## src/rtl/frame_bank_scheduler.sv

```systemverilog
// ============================================================================
// Module   : frame_bank_scheduler
// Purpose  : Ping-pong bank scheduler for the interlaced 1-bit frame buffer.
//            Fills one bank from the camera and hands it to the display only at
//            a display frame boundary.
// Revision : 1.0 - initial release
// ============================================================================
`default_nettype none

module frame_bank_scheduler #(
  parameter int H_ACTIVE   = 320,
  parameter int V_ACTIVE   = 240,
  parameter int ADDR_W     = 17,
  parameter int DROP_CNT_W = 8
) (
  input  logic                  clk,
  input  logic                  reset,
  input  logic                  cam_frame_start,
  input  logic                  cam_valid,
  input  logic                  cam_pixel,
  output logic                  wr_en,
  output logic [ADDR_W-1:0]     wr_addr,
  output logic                  wr_data,
  output logic                  wr_bank,
  input  logic                  disp_frame_start,
  input  logic                  disp_req,
  output logic [ADDR_W-1:0]     rd_addr,
  output logic                  rd_bank,
  output logic                  reading,
  output logic                  frame_ready,
  output logic [DROP_CNT_W-1:0] dropped_frames
);

  localparam int FRAME_PIXELS = H_ACTIVE * V_ACTIVE;
  localparam logic [ADDR_W-1:0]     c_last     = ADDR_W'(FRAME_PIXELS - 1);
  localparam logic [ADDR_W-1:0]     c_addr_one = ADDR_W'(1);
  localparam logic [DROP_CNT_W-1:0] c_drop_max = '1;
  localparam logic [DROP_CNT_W-1:0] c_drop_one = DROP_CNT_W'(1);

  typedef enum logic [1:0] {
    W_IDLE = 2'd0,
    W_FILL = 2'd1,
    W_HOLD = 2'd2
  } w_state_t;

  w_state_t          r_state;
  w_state_t          w_state_next;
  logic [ADDR_W-1:0] r_next_addr;
  logic [ADDR_W-1:0] w_addr_sel;
  logic [ADDR_W-1:0] w_addr_next;
  logic              r_fresh;
  logic              w_issue;
  logic              w_drop;
  logic              w_swap;

  // Registered fresh only: a frame finishing this cycle waits for the next boundary.
  assign w_swap = disp_frame_start & r_fresh;

  always_ff @(posedge clk) begin
    if (!reset) begin
      r_state <= W_IDLE;
    end else begin
      r_state <= w_state_next;
    end
  end

  always_comb begin
    w_state_next = r_state;
    w_issue      = 1'b0;
    w_drop       = 1'b0;
    w_addr_sel   = r_next_addr;
    case (r_state)
      W_IDLE: begin
        if (cam_frame_start) begin
          w_state_next = W_FILL;
          w_addr_sel   = '0;
          w_issue      = cam_valid;
        end
      end
      W_FILL: begin
        // A new frame start aborts the short frame; its coincident pixel lands at 0.
        if (cam_frame_start) begin
          w_drop     = 1'b1;
          w_addr_sel = '0;
        end
        w_issue = cam_valid;
        if (cam_valid && w_addr_sel == c_last) begin
          w_state_next = W_HOLD;
        end
      end
      W_HOLD: begin
        w_drop = cam_frame_start;
        if (w_swap) begin
          w_state_next = W_IDLE;
        end
      end
      default: w_state_next = W_IDLE;
    endcase

    w_addr_next = w_addr_sel;
    if (w_issue) begin
      w_addr_next = (w_addr_sel == c_last) ? '0 : w_addr_sel + c_addr_one;
    end
  end

  always_ff @(posedge clk) begin
    if (!reset) begin
      wr_en          <= 1'b0;
      wr_addr        <= '0;
      wr_data        <= 1'b0;
      wr_bank        <= 1'b0;
      rd_addr        <= '0;
      rd_bank        <= 1'b1;
      reading        <= 1'b0;
      frame_ready    <= 1'b0;
      dropped_frames <= '0;
      r_fresh        <= 1'b0;
      r_next_addr    <= '0;
    end else begin
      wr_en       <= w_issue;
      wr_addr     <= w_issue ? w_addr_sel : '0;
      wr_data     <= w_issue & cam_pixel;
      r_next_addr <= w_addr_next;

      if (w_drop && dropped_frames != c_drop_max) begin
        dropped_frames <= dropped_frames + c_drop_one;
      end

      if (w_swap) begin
        rd_bank     <= wr_bank;
        wr_bank     <= ~wr_bank;
        frame_ready <= 1'b1;
        r_fresh     <= 1'b0;
      end else if (wr_en && wr_addr == c_last) begin
        r_fresh <= 1'b1;
      end

      if (disp_frame_start) begin
        rd_addr <= '0;
        reading <= frame_ready | w_swap;
      end else if (disp_req && reading) begin
        rd_addr <= (rd_addr == c_last) ? '0 : rd_addr + c_addr_one;
      end
    end
  end

endmodule

`default_nettype wire

```

## config.mk

```make
export PLATFORM = sky130hd
export DESIGN_NAME = frame_bank_scheduler
export DESIGN_NICKNAME = d
export VERILOG_FILES = /design/src/rtl/frame_bank_scheduler.sv
export SDC_FILE = /design/constraint.sdc
export NUM_CORES = 1
export LEC_CHECK = 0
export CAP_MARGIN = 0
export CORE_ASPECT_RATIO = 1.75
export CORE_MARGIN = 1.5
export CORE_UTILIZATION = 51
export CTS_CLUSTER_DIAMETER = 30
export DETAILED_ROUTE_END_ITERATION = 7
export PLACE_DENSITY = 0.78
export SLEW_MARGIN = 40
export SYNTH_ARGS = -nofsm -noshare
export SYNTH_HDL_FRONTEND = slang
export SYNTH_SLANG_ARGS = --single-unit
```

## constraint.sdc

```tcl
create_clock -name clk -period 3.6 [get_ports clk]
set_clock_uncertainty 0.05 [all_clocks]
set_input_delay 0.72 -clock clk [delete_from_list [all_inputs] [get_ports clk]]
set_output_delay 0.72 -clock clk [all_outputs]
set_load 0.1 [all_outputs]
```

==> results_dict.tcl <==
set metrics [dict create \
    synth_edf_count 0 \
    synthArstFlopShare_pct 0 \
    clk_pin_slew_ns 0.07 \
    cts_tree "built" \
    cts_buffers 9 \
    p_per_area_nw_per_um2 463 \
    dr.pass1.iters 4 \
    synth_top_area_share_pct 44.8 \
    clockBufferDepth 2 \
    port_buffers 54 \
    ir_drop_mv 0.327 \
    tns_ns 0 \
    worst_setup_path_start_kind "input pin" \
    grt_overflow_total 0 \
    diodes 0 \
    finalHoldViolCount 0 \
    slowest_stage "or4_1" \
    dpl_cell_area_um2 3420 \
    area.growth.synth_to_final_pct 20.4 \
    cp_slowest_stage_delay_ns 0.56 \
    hp-class "reg -> reg" \
    routed_wl_mm 7.15 \
    maxCapViolCount 0 \
    synth_cell_types 46 \
    ios 55 \
    die_h_um 105 \
    fin_cells 481 \
    slew_headroom_pct 54.8 \
    reg2reg_slack_ns 0.67 \
    synthTopCellsByArea "dfxtp_1, and2_1, nand2_1" \
    worst_pin_slew_ns 0.675 \
    ys_warn_count 0 \
    post-route-min-period_ns 2.98 \
    die_w_um 61.3 \
    wl_per_cell_um 14.9 \
    multi_input_area_um2 1600 \
    yosys-top-cells-count "dfxtp_1, nand2_1, nor2_1" \
    core_area_um2 5830 \
    h-tree-depth 3 \
    cts_resized 0 \
    synth_most_common_cell "dfxtp_1" \
    cts-root-buf "clkbuf_8" \
    regArea_um2 1360 \
    synthFlopType "dfxtp_1" \
    fin_hold_ws_ns 0.443 \
    yosys.area.top_type "dfxtp_1" \
    hold_buffers 0 \
    postLayoutCellArea_um2 3660 \
    clkLatencyLatePin_ns 0.33 \
    crit_required_ns 3.82 \
    place_inst 465 \
    antenna_found_initial 0 \
    vias_per_cell 5.67 \
    cellLeakagePower_nw 1.40 \
    cts_setup_buffers 0 \
    p_total_w 0.00169 \
    cp.arrival_ns 3.20 \
    dieArea_um2 6450 \
    clock-sinks 68 \
    grt_pass1_vias 2581 \
    finalSetupViolCount 0 \
    seq_area_frac_synth_pct 44.8 \
    dr_total_vias 2728 \
    synth.cell_area_um2 3040 \
    syn_nets 354 \
    drc 0 \
    fillers 552 \
    drv_slew 0 \
    synth_cells 340 \
    grt_usage_pct 23.9 \
    initial_utilization_pct 52.1 \
    path_class "in -> reg" \
    nets 412 \
    syn_avg_cell_area_um2 8.94 \
    rows 37 \
    path_buf_inv 2 \
    drive_gt1_share_pct 18.1 \
    place.gp.congestion 0.842 \
    path_max_fanout 7 \
    ant_nets 0 \
    cp-end-kind "flip-flop" \
    synth_seq_cells 68 \
    rsz0062_at_grt "false" \
    cpLargestDelayFamily "simple AND/OR/NAND/NOR gates" \
    grt_first_pass_wirelength_mm 11.6 \
    status "finished, final reports clean" \
    fmax_mhz 335 \
    drt_iter0_drc 200 \
    grt_max_degree 22 \
    crit_path_cell_trace "clkdlybuf4s50_1, o21ai_0, nand2_1, inv_1, ha_1, nand4_1, or4_1, or4_4, a21oi_2" \
    finalCritPeriodShare_pct 82.9 \
    dp_hpwl_mm 5.43 \
]
## per-stage QoR
| stage | setup WS, ns | util (%) |
|---|---|---|
| floorplan | 0.697 | - |
| global placement | 0.384 | 62.5 |
| detailed placement | 0.319 | 58.7 |
| CTS | 0.670 | 62.7 |
| global route | 0.424 | 62.7 |
| finish | 0.617 | 62.7 |
## registers in the layout, indices dropped and copies added, names as in the netlist
name,flops
wr_addr,17
dropped_frames,8
wr_data,1
reading,1
frame_ready,1
r_next_addr,17
wr_bank,1
r_fresh,1
wr_en,1
r_state,2
rd_addr,17
rd_bank,1
## cells in the final DEF, fill, tap and decap left out, drive strengths merged, types with 2 or more instances in the layout
cell type and instances:
dfxtp 68, buf 50, nand2 30, nor2 25
and2 21, nand3 19, a21oi 18, nand4 16
xnor2 12, clkbuf 12, or4 11, inv 10
o31ai 10, and4 9, nor4 8, xor2 8
o21ai 8, ha 7, nor3 6, clkdlybuf4s50 6
nand2b 4, a21boi 4, nor2b 4, or3 4
o21a 3, nand3b 2, mux2i 2, a21o 2
and3 2, nor4bb 2, o41ai 2, o211ai 2
a211o 2, clkinv 2, bufinv 2, o21bai 2
## routing by layer
metal	GRT usage (%)	up-vias	routed length [um]
met3	6.06	8	242
li1	-	1353	-
met5	0	-	0
met2	43.3	68	3940
met4	9.27	0	119
met1	24.8	1299	2850
## layout make-up
| class | count | share of cell area [%] |
|---|---|---|
| Inverter | 10 | 1.03 |
| Sequential cell | 68 | 37.2 |
| Multi-Input combinational cell | 253 | 43.8 |
| Timing Repair Buffer | 56 | 8.82 |
| Clock inverter | 4 | 1.92 |
| Clock buffer | 12 | 4.51 |
| Tap cell | 78 | 2.67 |
## cell families after synthesis
group	Yosys count	share of synthesized area, %
AO/OA/AOI/OAI	58	12.9
XOR/XNOR	20	5.77
adder cells (fa/ha/maj)	7	2.88
buffers and inverters	19	2.39
flip-flops	68	44.8
multiplexers	2	0.659
AND/OR/NAND/NOR	166	30.6
## worst paths after layout
check,start,end,depth (start not counted)
worst max-delay path,cam_frame_start,r_next_addr[14]$_SDFF_PN0_,9
worst min register to register,rd_addr[1]$_SDFFE_PP0P_,rd_addr[1]$_SDFFE_PP0P_,2
worst min-delay path,rd_addr[1]$_SDFFE_PP0P_,rd_addr[1]$_SDFFE_PP0P_,2
worst max register to register,r_state[1]$_SDFFE_PN0P_,r_next_addr[14]$_SDFF_PN0_,10
## report_power, final
| part | leakage (nW) | internal (W) | switching (W) |
|---|---|---|---|
| combinational | 0.733 | 0.0000539 | 0.000139 |
| sequential | 0.549 | 0.000766 | 0.0000122 |
| clock | 0.122 | 0.000445 | 0.000277 |
| total | 1.40 | 0.00126 | 0.000428 |
## tightest hold or removal path: stages (launching register included)
cell and delay [ns]:
dfxtp_1 0.33, nand2_1 0.06, a21oi_1 0.05
Power figures use the tool's default switching activity.
